### src/rtl/p_decoder_3to5_acc_if.sv
// Position-beat input stream and reconstructed-mask output stream of p_decoder_3to5_acc.
interface p_decoder_3to5_acc_if #(
  parameter int MASK_W = 5,
  parameter int POS_W  = 3
);
  logic              in_valid;
  logic              in_ready;
  logic [POS_W-1:0]  in_pos;
  logic              in_last;
  logic              in_empty;
  logic              out_valid;
  logic              out_ready;
  logic [MASK_W-1:0] out_mask;
  logic [POS_W:0]    out_cnt;
  logic              out_err;

  modport master (
    output in_valid, in_pos, in_last, in_empty, out_ready,
    input  in_ready, out_valid, out_mask, out_cnt, out_err
  );

  modport slave (
    input  in_valid, in_pos, in_last, in_empty, out_ready,
    output in_ready, out_valid, out_mask, out_cnt, out_err
  );
endinterface

### src/rtl/p_decoder_3to5_acc.sv
// Rebuilds MSB-first bitmasks from a stream of position codes, one group at a time,
// reporting popcount and a sticky per-group protocol error flag.
module p_decoder_3to5_acc #(
  parameter int MASK_W = 5,
  parameter int POS_W  = 3
) (
  input logic               clk,
  input logic               reset,
  p_decoder_3to5_acc_if.slave bus
);

  typedef enum logic {COLLECT, HOLD} state_t;

  state_t            state, state_next;
  logic              ready, accept, close;
  logic [MASK_W-1:0] hit, acc, acc_next, mask_r;
  logic [POS_W:0]    cnt_next, cnt_r;
  logic [POS_W-1:0]  last_pos;
  logic              err, err_next, err_r, first;
  logic              range_err, dup_err, order_err, beat_err;

  always_ff @(posedge clk) begin
    if (reset) state <= COLLECT;
    else       state <= state_next;
  end

  // A closing beat during the drain cycle re-enters HOLD with the new group.
  always_comb begin
    state_next = state;
    ready      = (state == COLLECT) | bus.out_ready;
    accept     = bus.in_valid & ready;
    close      = accept & (bus.in_last | bus.in_empty);
    if (close)
      state_next = HOLD;
    else if (state == HOLD && bus.out_ready)
      state_next = COLLECT;
  end

  always_comb begin
    hit = '0;
    for (int unsigned i = 0; i < MASK_W; i++) begin
      if (!bus.in_empty && bus.in_pos == POS_W'(MASK_W - 1 - i))
        hit[i] = 1'b1;
    end
    range_err = ({1'b0, bus.in_pos} >= (POS_W+1)'(MASK_W));
    dup_err   = |(acc & hit);
    order_err = !first && (bus.in_pos <= last_pos);
    if (bus.in_empty) beat_err = !first;
    else              beat_err = range_err | dup_err | order_err;
    acc_next = acc | hit;
    err_next = err | beat_err;
    cnt_next = '0;
    for (int unsigned i = 0; i < MASK_W; i++)
      cnt_next = cnt_next + (POS_W+1)'(acc_next[i]);
  end

  always_ff @(posedge clk) begin
    if (reset) begin
      acc      <= '0;
      err      <= 1'b0;
      first    <= 1'b1;
      last_pos <= '0;
      mask_r   <= '0;
      cnt_r    <= '0;
      err_r    <= 1'b0;
    end else if (accept) begin
      if (close) begin
        mask_r <= acc_next;
        cnt_r  <= cnt_next;
        err_r  <= err_next;
        acc    <= '0;
        err    <= 1'b0;
        first  <= 1'b1;
      end else begin
        acc <= acc_next;
        err <= err_next;
        if (!bus.in_empty) begin
          first    <= 1'b0;
          last_pos <= bus.in_pos;
        end
      end
    end
  end

  always_comb begin
    bus.in_ready  = ready;
    bus.out_valid = (state == HOLD);
    bus.out_mask  = mask_r;
    bus.out_cnt   = cnt_r;
    bus.out_err   = err_r;
  end

endmodule

### src/flat_wrapper.sv
// flat-port wrapper written by rule: the top's interface ports become plain ports
module p_decoder_3to5_acc_flat 
#(
  parameter int MASK_W = 5,
  parameter int POS_W  = 3
)
  (clk, reset, bus_in_valid, bus_in_pos, bus_in_last, bus_in_empty, bus_out_ready, bus_in_ready, bus_out_valid, bus_out_mask, bus_out_cnt, bus_out_err);
  p_decoder_3to5_acc_if #(.MASK_W(MASK_W), .POS_W(POS_W)) bus_i ();
  input logic clk;
  input logic reset;
  input wire logic [$bits(bus_i.in_valid)-1:0] bus_in_valid;
  input wire logic [$bits(bus_i.in_pos)-1:0] bus_in_pos;
  input wire logic [$bits(bus_i.in_last)-1:0] bus_in_last;
  input wire logic [$bits(bus_i.in_empty)-1:0] bus_in_empty;
  input wire logic [$bits(bus_i.out_ready)-1:0] bus_out_ready;
  output wire logic [$bits(bus_i.in_ready)-1:0] bus_in_ready;
  output wire logic [$bits(bus_i.out_valid)-1:0] bus_out_valid;
  output wire logic [$bits(bus_i.out_mask)-1:0] bus_out_mask;
  output wire logic [$bits(bus_i.out_cnt)-1:0] bus_out_cnt;
  output wire logic [$bits(bus_i.out_err)-1:0] bus_out_err;
  assign bus_i.in_valid = bus_in_valid;
  assign bus_i.in_pos = bus_in_pos;
  assign bus_i.in_last = bus_in_last;
  assign bus_i.in_empty = bus_in_empty;
  assign bus_i.out_ready = bus_out_ready;
  assign bus_in_ready = bus_i.in_ready;
  assign bus_out_valid = bus_i.out_valid;
  assign bus_out_mask = bus_i.out_mask;
  assign bus_out_cnt = bus_i.out_cnt;
  assign bus_out_err = bus_i.out_err;
  p_decoder_3to5_acc #(.MASK_W(MASK_W), .POS_W(POS_W)) u_core (.clk(clk), .reset(reset), .bus(bus_i));
endmodule
### config.mk
export PLATFORM = sky130hd
export DESIGN_NAME = p_decoder_3to5_acc_flat
export DESIGN_NICKNAME = d
export VERILOG_FILES = /design/src/rtl/p_decoder_3to5_acc_if.sv /design/src/rtl/p_decoder_3to5_acc.sv /design/src/flat_wrapper.sv
export SDC_FILE = /design/constraint.sdc
export NUM_CORES = 1
export LEC_CHECK = 0
export ABC_CLOCK_PERIOD_IN_PS = 4100
export BUFFER_PORTS_ARGS = -buffer_cell sky130_fd_sc_hd__buf_2
export CAP_MARGIN = 25
export CORE_MARGIN = 2
export CORE_UTILIZATION = 54
export CTS_BUF_LIST = sky130_fd_sc_hd__clkbuf_4
export DETAILED_ROUTE_END_ITERATION = 6
export GPL_TIMING_DRIVEN = 0
export PLACE_DENSITY_LB_ADDON = 0.15
export SLEW_MARGIN = 20
export SYNTH_ARGS = -nofsm -noshare
export SYNTH_HDL_FRONTEND = slang
export SYNTH_SLANG_ARGS = --single-unit
### constraint.sdc
create_clock -name clk -period 4.1 [get_ports clk]
set_clock_uncertainty 0.05 [all_clocks]
set_input_delay 0 -clock clk [delete_from_list [all_inputs] [get_ports clk]]
set_output_delay 0 -clock clk [all_outputs]
set_load 0.005 [all_outputs]
# After elaboration in Yosys (flattened, before gate mapping)
# Cells that the tools add are included.
# word_totals
in_bits,9
output_inout_bits,12
wordCells,58
reg_bits,21
# op_classes
add_sub_neg,4
bitwise_logic,12
eq_ne,5
mux,12
order_cmp,2
reduce_logical,15
# op_table
cell,n
$add 4x1->4,3
$mux 1,11
$logic_and 1x1->1,7
$eq 3x2->1 const B,2
$and 5x5->5,1
$mux 5,1
$or 1x1->1,5
$or 5x5->5,1
$reduce_or 5->1,1
$reduce_and 2->1,2
$eq 3x1->1 const B,1
$eq 3x3->1 const B,1
$ge 3x3->1 const B,1
$le 3x3->1,1
$logic_not 3->1,1
$not 1->1,3
$reduce_and 3->1,1
$add 1x1->2,1
$and 1x1->1,2
$logic_not 1->1,2
$ne 2x1->1 const B,1
$reduce_bool 2->1,1

# Longest topological paths before layout
# Gate-level depths: netlist of the first run.
# depth
ltp_word,10
depth_mapped,12
ltp_nobuf,11

# Least setup slack after synthesis of the first run
# Ideal clock, no wire load.
# synth_path
kind,reg2reg
startpoint,register u_core.acc[1]
endpoint,register u_core.cnt_r[1] (netlist: u_core.bus.out_cnt[1])
path_slack_ns,1.672
arrival_ns,2.251
path_stages_with_launch,11
period_less_slack_ns,2.428
setup_ns,0.128
t_required_ns,3.922
n_path_buf,0
cell_sequence,dfxtp_1 a31oi_1 inv_1 ha_1 inv_1 fa_1 inv_1 ha_1 fa_1 mux2i_1 nor2_1
# synth_between
elab_chain_cells,5
# synth_rtl
element,line,rtl
start: declaration,p_decoder_3to5_acc.sv:16,"logic [MASK_W-1:0] hit, acc, acc_next, mask_r;"
start signal: assignment,p_decoder_3to5_acc.sv:75,acc <= acc_next;
$or 5x5->5,p_decoder_3to5_acc.sv:50,acc_next = acc | hit;
net u_core.acc_next[1],p_decoder_3to5_acc.sv:16,
$add 1x1->2,p_decoder_3to5_acc.sv:54,cnt_next = cnt_next + (POS_W+1)'(acc_next[i]);
$add 4x1->4 (3 in a row),p_decoder_3to5_acc.sv:54,
net u_core.cnt_next[1],p_decoder_3to5_acc.sv:17,"logic [POS_W:0] cnt_next, cnt_r;"
end signal: assignment,p_decoder_3to5_acc.sv:69,cnt_r <= cnt_next;
end: declaration,p_decoder_3to5_acc.sv:17,
# The timed path passes the listed nets, and every way through them passes these cells.
# A chain may end at the register's enable or synchronous reset.

# Worst setup path in the final report of the first run
# layout_path
startpoint,input bus_in_pos[2]
endpoint,register u_core.cnt_r[1] (netlist: u_core.bus.out_cnt[1])
# layout_between
elab_chain_cells,8
elab_cells_between_ends,20
classes_between,4 x add/sub; 4 x eq/ne; 5 x mux; 1 x bitwise; 6 x reduce/logical
# layout_rtl
element,line,rtl
start: declaration,flat_wrapper.sv:12,input wire logic [$bits(bus_i.in_pos)-1:0] bus_in_pos;
$eq 3x3->1,p_decoder_3to5_acc.sv:42,if (!bus.in_empty && bus.in_pos == POS_W'(MASK_W - 1 - i))
$logic_and 1x1->1,p_decoder_3to5_acc.sv:42,
$mux 1,p_decoder_3to5_acc.sv:42,
$or 5x5->5,p_decoder_3to5_acc.sv:50,
net u_core.acc_next[0],p_decoder_3to5_acc.sv:16,
$add 1x1->2,p_decoder_3to5_acc.sv:54,
$add 4x1->4 (3 in a row),p_decoder_3to5_acc.sv:54,
net u_core.cnt_next[1],p_decoder_3to5_acc.sv:17,
# The timed path passes the listed nets, and every way through them passes these cells.

==> results of run 1 <==
[layout make-up]
cell class / instances / area (um^2) / share of cell area
flip-flops and latches: 20 / 400.4 / 0.3265
multi-input cells: 71 / 526.8 / 0.4296
clock inverters: 1 / 3.754 / 0.003061
plain buffers: 8 / 60.06 / 0.04898
repair buffers: 23 / 140.1 / 0.1143
inverters: 11 / 41.29 / 0.03367
well taps: 25 / 31.28 / 0.02551
clock buffers: 3 / 22.52 / 0.01837
[placed cells by master, fill, tap and decap left out, types with 2 or more instances in the layout]
cell           Yosys  routed
clkbuf_1           3       3
nor3_2             5       5
fa_1               2       2
inv_1             11      11
buf_6              3       3
o21ai_0            2       2
buf_4              2       2
clkbuf_4           0       3
mux2i_1            7       7
dlygate4sd3_1      0       5
a311oi_1           3       3
dfxtp_1           20      20
a21oi_1            4       4
a211oi_1           5       5
ha_1               5       5
a31oi_1            3       3
buf_2              0      18
nor2_1            20      20
[kinds of logic after synthesis]
| group | synth area share |
|---|---|
| AO/OA/AOI/OAI | 0.1460 |
| AND/OR/NAND/NOR | 0.1837 |
| multiplexers | 0.07908 |
| other | 0.003646 |
| flip-flops | 0.3893 |
| adder cells (fa/ha/maj) | 0.09976 |
| buffers and inverters | 0.09853 |
[final timing paths]
kind	slack (ns)	cells past startpoint	endpoint	start
hold / removal	0.13	4	u_core.last_pos[1]	bus_in_valid
hold reg to reg	0.45	2	u_core.bus.out_err	u_core.bus.out_err
setup reg to reg	1.48	10	u_core.bus.out_cnt[1]	u_core.acc[1]
setup / recovery	1.28	13	u_core.bus.out_cnt[1]	bus_in_pos[2]
[worst max-delay path: stages]
cell and delay (ns):
dlygate4sd3_1 0.54, buf_2 0.15, and2b_1 0.17, a21oi_1 0.29, inv_1 0.08, ha_1 0.28
inv_1 0.05, fa_1 0.53, inv_1 0.04, ha_1 0.20, fa_1 0.42, mux2i_1 0.14
nor2_1 0.05
[stage by stage]
stage / hold WS, ns / std cells
2_1_floorplan: 0.02214 / 110
5_1_grt: 0.1555 / 162
6_report: 0.1252 / 162
4_1_cts: 0.1257 / 162
3_3_place_gp: 0.1688 / 153
3_5_place_dp: 0.1721 / 153
[registers in the layout, summed over array words and instances, names as in the netlist]
name                  flops
u_core.acc                5
u_core.bus.out_cnt        3
u_core.bus.out_err        1
u_core.bus.out_mask       5
u_core.bus.out_valid      1
u_core.err                1
u_core.first              1
u_core.last_pos           3
[what timing repair did]
action	in CTS	in global routing
hold buffers	5	0
endpoints found under the hold margin	6	0
gates resized for setup	0	0
[layer usage]
layer  vias up  track usage
met4         0      0.09189
met5         -            0
met2        18       0.3027
met3         2      0.03019
li1        429            -
met1       382       0.2448
[synthesized netlist by cell type (2+ instances only)]
| library cell | number | area (um^2) |
|---|---|---|
| a211oi_1 | 5 | 37.54 |
| a21oi_1 | 4 | 20.02 |
| a311oi_1 | 3 | 26.28 |
| a31oi_1 | 3 | 18.77 |
| buf_4 | 2 | 15.01 |
| buf_6 | 3 | 33.78 |
| clkbuf_1 | 3 | 11.26 |
| dfxtp_1 | 20 | 400.4 |
| fa_1 | 2 | 40.04 |
| ha_1 | 5 | 62.56 |
| inv_1 | 11 | 41.29 |
| mux2i_1 | 7 | 70.07 |
| nor2_1 | 20 | 75.07 |
| nor3_2 | 5 | 50.05 |
| o21ai_0 | 2 | 10.01 |
[power breakdown]
part           leakage [nW]  switching, mW  internal [mW]
clock network        0.0154         0.0586         0.0354
logic                 0.414         0.0372         0.0328
registers             0.163        0.00423          0.203
total                 0.593          0.100          0.271
==> impl_metrics.sql, run 1 <==
INSERT INTO impl_metrics (metric_group, metric, value, unit) VALUES
('status', 'run_status', 'finished, final reports clean', ''),
('route', 'dr.first_iter.drc_count', '10', ''),
('layout', 'antennaDiodeCount', '0', ''),
('clocking', 'root_buffer', 'clkbuf_4', ''),
('floorplan', 'row_count', '15', ''),
('worst_setup_path', 'timing.critical_path.from_type', 'primary input', ''),
('worst_setup_path', 'critical_path.max_fanout', '5', ''),
('synth', 'synth-seq-area-share', '0.3893', ''),
('worst_setup_path', 'arrival', '2.95', 'ns'),
('power', 'power_leakage', '0.5925', 'nW'),
('clocking', 'htree_levels', '1', ''),
('route', 'detail_route.drc_violations', '0', ''),
('clocking', 'tritoncts_clock_tree', 'built', ''),
('synth', 'synth.lib_cells_used.distinct', '30', ''),
('timing', 'setup_repair_after_global_routing_missed_its_margin', 'no', ''),
('floorplan', 'die_height', '47.64', 'um'),
('layout', 'layout.nets', '154', ''),
('timing', 'timing_hold_violations_final', '0', ''),
('synth', 'post_synth_inst_count', '110', ''),
('floorplan', 'die_area', '2270', 'um^2'),
('job', 'drv_cap', '0', ''),
('global_route', 'grt_start_max_net_pins', '12', ''),
('placement', 'dpl-instance-area', '1150', 'um^2'),
('floorplan', 'design.portCount', '21', ''),
('synth', 'syn-num-nets', '126', ''),
('synth', 'avgSynthCellArea', '9.350', 'um^2'),
('clocking', 'cts_setup_buffers', '0', ''),
('placement', 'gp_routability_congestion', '0.7922', ''),
('route', 'route.detailed.vias_per_inst', '5.130', ''),
('synth', 'synth-main-ff-cell', 'dfxtp_1', ''),
('global_route', 'global_route.overflow_total', '0', ''),
('route', 'drt-total-wl', '1948', 'um'),
('worst_setup_path', 'required_time_of_the_worst_setup_path', '4.23', 'ns'),
('worst_setup_path', 'cp-end-kind', 'register', ''),
('power', 'cellPowerDensity', '302.5', 'nW/um^2'),
('synth', 'synth.ff_latch_count', '20', ''),
('layout', 'layout.core_utilization', '0.6950', ''),
('timing', 'setup_viol', '0', ''),
('route', 'met1Wirelength', '907', 'um'),
('floorplan', 'fp.dieW', '47.64', 'um'),
('timing', 'final_period_minus_worst_setup_slack', '2.818', 'ns'),
('layout', 'fillers', '154', ''),
('synth', 'synth_edf_count', '0', ''),
('synth', 'async_flop_share', '0', ''),
('timing', 'slew_headroom', '0.6563', ''),
('clocking', 'cts_buffer_depth', '2', ''),
('floorplan', 'coreArea', '1764', 'um^2'),
('layout', 'syn2layout_area_growth', '19.22', '%'),
('route', 'drt_first_pass_iters', '4', ''),
('timing', 'achievable-frequency', '354.8', 'MHz'),
('worst_setup_path', 'timing_worst_setup_path_type', 'primary input to register', ''),
('global_route', 'antenna_found_initial', '0', ''),
('timing', 'slew_viol_final', '0', ''),
('route', 'met2_length', '943', 'um'),
('placement', 'detailedPlacementHpwl', '1463', 'um'),
('route', 'vias', '831', ''),
('power', 'fin_total_pwr', '0.3710', 'mW'),
('global_route', 'grt_pass1_wl', '2953', 'um'),
('timing', 'min_period_over_period', '0.6874', ''),
('route', 'routed_wire_length_per_instance', '12.02', 'um'),
('route', 'met3_wirelength', '81', 'um'),
('power', 'vdd.ir_drop.worst', '0.1808', 'mV'),
('synth', 'syn-cell-area', '1028', 'um^2'),
('clocking', 'cts_num_sinks', '20', ''),
('floorplan', 'starting_density_of_the_core', '0.5830', ''),
('clocking', 'worstSkewPairLatency', '0.29', 'ns'),
('route', 'highest_routing_layer_actually_used', 'met4', ''),
('timing', 'worst_slew_pin_slew', '0.5132', 'ns'),
('min_path', 'min_path_type', 'primary input to register', ''),
('global_route', 'grt.total_usage', '0.1877', ''),
('layout', 'final_area', '1226', 'um^2'),
('clocking', 'reg_clk_slew_reported_paths', '0.11', 'ns'),
('timing', 'setup_tns', '0', 'ns'),
('placement', 'buffer_ports.inserted', '18', ''),
('synth', 'total_number_of_yosys_warnings', '0', ''),
('route', 'route.antenna.remaining_nets', '0', ''),
('layout', 'drive_gt1_frac', '0.2482', ''),
('global_route', 'grt_pass1_vias', '714', ''),
('placement', 'pre_cts_ws', '1.348', 'ns'),
('timing', 'fin_ws', '1.282', 'ns'),
('clocking', 'cts-buffers-inserted', '3', '');
No activity file was read; power rests on OpenSTA's default activity.
==> inputs of run 2 (changes only) <==
--- a/config.mk
+++ b/config.mk
@@ -5,7 +5,8 @@
 export SDC_FILE = /design/constraint.sdc
 export NUM_CORES = 1
 export LEC_CHECK = 0
-export ABC_CLOCK_PERIOD_IN_PS = 4100
+export ABC_AREA = 1
+export ABC_CLOCK_PERIOD_IN_PS = 2750
 export BUFFER_PORTS_ARGS = -buffer_cell sky130_fd_sc_hd__buf_2
 export CAP_MARGIN = 25
 export CORE_MARGIN = 2
==> constraint.sdc (replaced) <==
create_clock -name clk -period 2.75 [get_ports clk]
set_clock_uncertainty 0.05 [all_clocks]
set_input_delay 0 -clock clk [delete_from_list [all_inputs] [get_ports clk]]
set_output_delay 0 -clock clk [all_outputs]
set_load 0.005 [all_outputs]
==> run 2 against run 1 <==
Compared with the run above:
- global-route usage up 2.3 points
- die area down 4.1%
- worst setup slack worse by 1.2 ns
- core utilization up 3.7 points
- count of clock-buffer cells in the layout unchanged
- via count up 5.2%
- sequential share of layout area down 0.97 points
- sequential power up 47%
- combinational power up 44%
- cell count up 8.0%
- flip-flop and latch count unchanged
==> impl_metrics.sql, run 2 <==
INSERT INTO impl_metrics (metric_group, metric, value, unit) VALUES
('status', 'run_status', 'finished, final reports clean', ''),
('route', 'routed_wire_length_per_instance', '11.14', 'um'),
('min_path', 'whs_endpoint', 'u_core.bus.out_mask[3]', ''),
('floorplan', 'fp.dieW', '46.65', 'um'),
('worst_setup_path', 'r2r-start', 'u_core.acc[1]', ''),
('worst_setup_path', 'required_time_of_the_worst_setup_path', '2.92', 'ns'),
('layout', 'drive_gt1_frac', '0.2600', ''),
('synth', 'synth_most_common_cell', 'dfxtp_1', ''),
('synth', 'yosysTopAreaCell', 'dfxtp_1', ''),
('global_route', 'grt_start_max_net_pins', '13', ''),
('timing', 'achievable-frequency', '377.3', 'MHz'),
('timing', 'setup_repair_after_global_routing_missed_its_margin', 'no', ''),
('layout', 'fillers', '136', ''),
('floorplan', 'design.portCount', '21', ''),
('route', 'drt_first_pass_iters', '4', ''),
('floorplan', 'row_count', '15', ''),
('clocking', 'cts-buffers-inserted', '3', ''),
('layout', 'multi_input_area', '521.8', 'um^2'),
('synth', 'post_synth_inst_count', '119', ''),
('layout', 'seq_area', '400.4', 'um^2'),
('synth', 'synth_edf_count', '0', ''),
('clocking', 'htree_levels', '1', ''),
('placement', 'buffer_ports.inserted', '19', ''),
('route', 'route.antenna.remaining_nets', '0', ''),
('floorplan', 'die_area', '2176', 'um^2'),
('clocking', 'reg_clk_slew_reported_paths', '0.11', 'ns'),
('synth', 'synth.cells.most_frequent', 'dfxtp_1 (20), nand2_1 (17), inv_1 (16)', ''),
('worst_setup_path', 'critical_path.max_fanout', '7', ''),
('placement', 'pre_cts_ws', '0.1723', 'ns'),
('min_path', 'min_path_type', 'primary input to register', ''),
('min_path', 'hold_path_startpoint', 'bus_in_last', ''),
('synth', 'synth-main-ff-cell', 'dfxtp_1', ''),
('synth', 'total_number_of_yosys_warnings', '0', ''),
('clocking', 'cts_buffer_depth', '2', ''),
('route', 'dr.first_iter.drc_count', '14', ''),
('worst_setup_path', 'timing.critical_path.from_type', 'primary input', ''),
('synth', 'avgSynthCellArea', '8.254', 'um^2'),
('floorplan', 'die_height', '46.65', 'um'),
('route', 'drt-total-wl', '1949', 'um'),
('placement', 'detailedPlacementHpwl', '1372', 'um'),
('timing', 'timing_hold_violations_final', '0', ''),
('timing', 'setup_viol', '0', ''),
('synth', 'synth-seq-area-share', '0.4076', ''),
('route', 'route.detailed.vias_per_inst', '4.994', ''),
('route', 'detail_route.drc_violations', '0', ''),
('timing', 'fin_ws', '0.09962', 'ns'),
('power', 'power_leakage', '0.6282', 'nW'),
('synth', 'syn-num-nets', '135', ''),
('worst_setup_path', 'cp-end-kind', 'register', ''),
('power', 'fin_total_pwr', '0.6496', 'mW'),
('synth', 'yosys.area.top_type_share', '0.4076', ''),
('clocking', 'tritoncts_clock_tree', 'built', ''),
('floorplan', 'coreArea', '1727', 'um^2'),
('global_route', 'antenna_found_initial', '0', ''),
('timing', 'final_period_minus_worst_setup_slack', '2.650', 'ns'),
('layout', 'final_cell_count_no_fill', '175', ''),
('job', 'drv_cap', '0', ''),
('placement', 'place.detailed.instances', '163', ''),
('layout', 'mostFrequentLayoutCell', 'dfxtp_1', ''),
('worst_setup_path', 'regToRegSetupSlack', '0.25', 'ns'),
('clocking', 'worstSkewPairLatency', '0.31', 'ns'),
('global_route', 'global_route.overflow_total', '0', ''),
('timing', 'slew_viol_final', '0', ''),
('synth', 'synth.ff_latch_count', '20', ''),
('layout', 'final_cell_mix', 'dfxtp_1 (20), nand2_1 (17), buf_2 (17), inv_1 (16), a21oi_1 (10)', ''),
('global_route', 'grt_pass1_vias', '777', ''),
('global_route', 'grt.total_usage', '0.2107', ''),
('worst_setup_path', 'timing_worst_setup_path_type', 'primary input to register', ''),
('worst_setup_path', 'arrival', '2.82', 'ns'),
('layout', 'layout.nets', '167', ''),
('worst_setup_path', 'rr_endpoint', 'u_core.bus.out_cnt[1]', ''),
('synth', 'async_flop_share', '0', ''),
('timing', 'min_period_over_period', '0.9638', ''),
('clocking', 'cts_num_sinks', '20', ''),
('power', 'cellPowerDensity', '514.1', 'nW/um^2'),
('route', 'vias', '874', ''),
('floorplan', 'starting_density_of_the_core', '0.5688', ''),
('synth', 'syn-cell-area', '982.2', 'um^2'),
('synth', 'synthTopCellsByArea', 'dfxtp_1 (41%), nand2_1 (6.5%), ha_1 (6.4%)', ''),
('timing', 'setup_tns', '0', 'ns'),
('worst_setup_path', 'worst-r2r-cell-count', '9', ''),
('power', 'vdd.ir_drop.worst', '0.4436', 'mV'),
('min_path', 'min_path_cells', '3', ''),
('layout', 'syn2layout_area_growth', '28.66', '%'),
('placement', 'gp_routability_congestion', '0.8619', ''),
('global_route', 'grt_pass1_wl', '3215', 'um'),
('clocking', 'root_buffer', 'clkbuf_4', ''),
('layout', 'antennaDiodeCount', '0', ''),
('synth', 'synth.lib_cells_used.distinct', '25', '');
[run 2: repair_timing]
action,in CTS,in global routing
hold endpoints to repair,9,0
buffers inserted,0,3
setup endpoints to repair,0,2
hold buffers,5,0
resized for setup,0,8
[run 2: where the power goes]
group	internal [mW]	switching [mW]	leakage, nW
clock network	0.148	0.0953	0.0279
logic	0.0430	0.0584	0.438
registers	0.300	0.00519	0.163
[run 2: worst max path at each step]
| stage | end | slack [ns] | startpoint |
|---|---|---|---|
| 2_1_floorplan | u_core.bus.out_cnt[1] | 0.32 | u_core.acc[1] |
| 3_3_place_gp | u_core.bus.out_cnt[1] | 0.20 | u_core.acc[1] |
| 3_5_place_dp | u_core.bus.out_cnt[1] | 0.17 | u_core.acc[1] |
| 4_1_cts | u_core.bus.out_cnt[1] | 0.06 | bus_in_pos[2] |
| 5_1_grt | u_core.bus.out_cnt[1] | 0.001 | bus_in_pos[1] |
| 6_report | u_core.bus.out_cnt[1] | 0.1 | bus_in_pos[1] |
[run 2: logic make-up (layout without fill, tap and decap cells)]
logic type | Yosys count | in the layout | synth area share
adders and majority gates | 7 | 7 | 0.1045
other | 1 | 1 | 0.003818
AOI/OAI and AO/OA | 31 | 31 | 0.2038
buffers and inverters | 20 | 51 | 0.08281
DFF | 20 | 20 | 0.4076
and+or+nand+nor | 40 | 40 | 0.1974
[run 2: area by class of cell]
cell class / instances / share of cell area
tap: 25 / 0.02475
timing repair buffer: 27 / 0.1396
multi-input combinational: 79 / 0.4129
inverter: 19 / 0.05842
clock buffer: 3 / 0.01782
clock inverter: 1 / 0.02376
buffer: 1 / 0.005941
sequential: 20 / 0.3168
[run 2: metrics by stage]
stage               hold WS [ns]  cell area (um^2)    util
floorplan                0.01907             982.2       -
global placement          0.1709              1109  0.6420
detailed placement        0.1760              1109  0.6420
CTS                     0.006507              1211  0.7014
global route             0.04689              1264  0.7319
finish                  0.005102              1264  0.7319
[run 2: worst max-delay path, stage by stage]
cell and delay, ns:
dlygate4sd3_1 0.57, buf_6 0.14, nor2_1 0.08, a31oi_2 0.22
inv_1 0.07, ha_1 0.27, inv_1 0.05, fa_1 0.53
inv_1 0.04, ha_1 0.19, fa_1 0.43, a22o_1 0.23
[run 2: layer usage]
metal	share of wire	vias up	track usage
met2	0.47	30	0.3583
met1	0.45	385	0.2560
met4	0.016	0	0.1000
met5	0	-	0
met3	0.068	3	0.03529
li1	-	456	-
==> inputs of run 3 (changes only) <==
==> constraint.sdc (replaced) <==
create_clock -name clk -period 2.75 [get_ports clk]
set_clock_uncertainty 0.05 [all_clocks]
set_input_delay 0.1375 -clock clk [delete_from_list [all_inputs] [get_ports clk]]
set_output_delay 0.1375 -clock clk [all_outputs]
set_load 0.005 [all_outputs]
==> run 3 against run 2 <==
Compared with the run above:
- sequential share of layout area is 2.5 points higher
- global-route usage is 1.1 points lower
- register-to-register slack worse by 0.09 ns
- die area stayed put
- clock power hardly changed
- wire length is 9.6% lower
- worst hold slack better by 0.058 ns
- sequential power hardly changed
- final area is 7.3% lower
- first-iteration DRC count is 21% higher
- power is 2.0% lower
- critical endpoint unchanged
- largest power group unchanged
- highest routed layer unchanged
==> impl_metrics.sql, run 3 (synthesis results as in run 2) <==
INSERT INTO impl_metrics (metric_group, metric, value, unit) VALUES
('global_route', 'grt_pass1_vias', '745', ''),
('layout', 'syn2layout_area_growth', '19.24', '%'),
('clocking', 'reg_clk_slew_reported_paths', '0.11', 'ns'),
('route', 'vias', '831', ''),
('clocking', 'cts_num_sinks', '20', ''),
('route', 'detail_route.drc_violations', '0', ''),
('timing', 'setup_viol', '0', ''),
('layout', 'mostFrequentLayoutCell', 'dfxtp_1', ''),
('min_path', 'min_path_type', 'primary input to register', ''),
('layout', 'drive_gt1_frac', '0.2378', ''),
('worst_setup_path', 'critical_path.max_fanout', '3', ''),
('floorplan', 'coreArea', '1727', 'um^2'),
('worst_setup_path', 'timing.critical_path.from_type', 'register', ''),
('worst_setup_path', 'cp-end-kind', 'register', ''),
('floorplan', 'design.portCount', '21', ''),
('floorplan', 'row_count', '15', ''),
('power', 'fin_total_pwr', '0.6369', 'mW'),
('clocking', 'cts_setup_buffers', '0', ''),
('route', 'dr.first_iter.drc_count', '17', ''),
('layout', 'antennaDiodeCount', '0', ''),
('floorplan', 'die_area', '2176', 'um^2'),
('placement', 'gp_routability_congestion', '0.8619', ''),
('route', 'met3_wirelength', '82', 'um'),
('floorplan', 'starting_density_of_the_core', '0.5688', ''),
('layout', 'final_cell_mix', 'dfxtp_1 (20), buf_2 (19), nand2_1 (17), inv_1 (16), a21oi_1 (10)', ''),
('route', 'met2_length', '772', 'um'),
('timing', 'fin_ws', '0.1586', 'ns'),
('placement', 'pre_cts_ws', '0.08357', 'ns'),
('clocking', 'worstSkewPairLatency', '0.31', 'ns'),
('clocking', 'cts-buffers-inserted', '3', ''),
('power', 'power_leakage', '0.5898', 'nW'),
('timing', 'final_period_minus_worst_setup_slack', '2.591', 'ns'),
('clocking', 'htree_levels', '1', ''),
('route', 'routed_wire_length_per_instance', '10.49', 'um'),
('route', 'drt_first_pass_iters', '4', ''),
('timing', 'slew_viol_final', '0', ''),
('worst_setup_path', 'timing_worst_setup_path_type', 'register to register', ''),
('route', 'drt-total-wl', '1762', 'um'),
('route', 'met1Wirelength', '875', 'um'),
('timing', 'setup_tns', '0', 'ns'),
('worst_setup_path', 'arrival', '2.76', 'ns'),
('clocking', 'root_buffer', 'clkbuf_4', ''),
('global_route', 'global_route.overflow_total', '0', ''),
('timing', 'timing_hold_violations_final', '0', ''),
('job', 'drv_cap', '0', ''),
('global_route', 'grt_pass1_wl', '3070', 'um'),
('floorplan', 'die_height', '46.65', 'um'),
('timing', 'achievable-frequency', '385.9', 'MHz'),
('timing', 'setup_repair_after_global_routing_missed_its_margin', 'no', ''),
('layout', 'layout.nets', '160', ''),
('floorplan', 'fp.dieW', '46.65', 'um'),
('clocking', 'tritoncts_clock_tree', 'built', ''),
('power', 'cellPowerDensity', '543.8', 'nW/um^2'),
('clocking', 'cts_buffer_depth', '2', ''),
('timing', 'hold_ws', '0.06310', 'ns'),
('route', 'highest_routing_layer_actually_used', 'met4', ''),
('placement', 'detailedPlacementHpwl', '1372', 'um'),
('layout', 'layout.core_utilization', '0.6783', ''),
('global_route', 'antenna_found_initial', '0', ''),
('status', 'run_status', 'finished, final reports clean', ''),
('route', 'route.antenna.remaining_nets', '0', ''),
('timing', 'min_period_over_period', '0.9423', ''),
('placement', 'buffer_ports.inserted', '19', ''),
('global_route', 'grt_start_max_net_pins', '13', ''),
('route', 'route.detailed.vias_per_inst', '4.946', ''),
('power', 'vdd.ir_drop.worst', '0.4507', 'mV'),
('global_route', 'grt.total_usage', '0.1995', ''),
('worst_setup_path', 'required_time_of_the_worst_setup_path', '2.92', 'ns');
-- run 3: cell types whose count changed in the layout (fill, tap and decap cells not counted), sizes merged --
cell | previous run | this run
dlygate4sd3 | 5 | 1
buf | 23 | 20
-- run 3: per-stage QoR --
step,area [um^2],instances
global placement,1109,163
CTS,1171,168
global route,1171,168
finish,1171,168
detailed placement,1109,163
floorplan,982.2,119
-- run 3: layout make-up --
| class | count | area [um^2] |
|---|---|---|
| plain buffers | 1 | 7.507 |
| clock buffers | 3 | 22.52 |
| clock inverters | 1 | 30.03 |
| fillers | 154 | 555.5 |
| inverters | 19 | 73.82 |
| multi-input cells | 79 | 500.5 |
| flip-flops and latches | 20 | 400.4 |
| well taps | 25 | 31.28 |
| repair buffers | 20 | 105.1 |
-- run 3: routing by layer --
layer  global-route usage  vias to the layer above
met5                    0                        -
met4               0.1000                        0
met3              0.03529                        3
met2               0.3222                       19
met1               0.2536                      368
li1                     -                      441
-- run 3: final timing paths --
check                           cells after the start                endpoint  slack (ns)                   start
worst min-delay path                                4    u_core.bus.out_valid        0.06           bus_out_ready
worst max-delay path                                9   u_core.bus.out_cnt[1]        0.16           u_core.acc[1]
worst max register to register                      9   u_core.bus.out_cnt[1]        0.16           u_core.acc[1]
worst min register to register                      2  u_core.bus.out_mask[3]        0.39  u_core.bus.out_mask[3]
-- run 3: what timing repair did --
action | CTS | global route
gates resized for setup | 0 | 0
hold endpoints to repair | 1 | 0
hold buffers | 1 | 0
-- run 3: where the power goes --
group          internal [mW]  switching, mW
Sequential             0.300        0.00508
Combinational         0.0341         0.0541
Clock                  0.147         0.0959
-- run 3: critical path, stage by stage (launching register included) --
cell and delay [ns]:
dfxtp_1 0.34, a31oi_1 0.26, inv_1 0.10, ha_1 0.28, inv_1 0.05, fa_1 0.53, inv_1 0.04, ha_1 0.19
fa_1 0.43, a22o_1 0.23
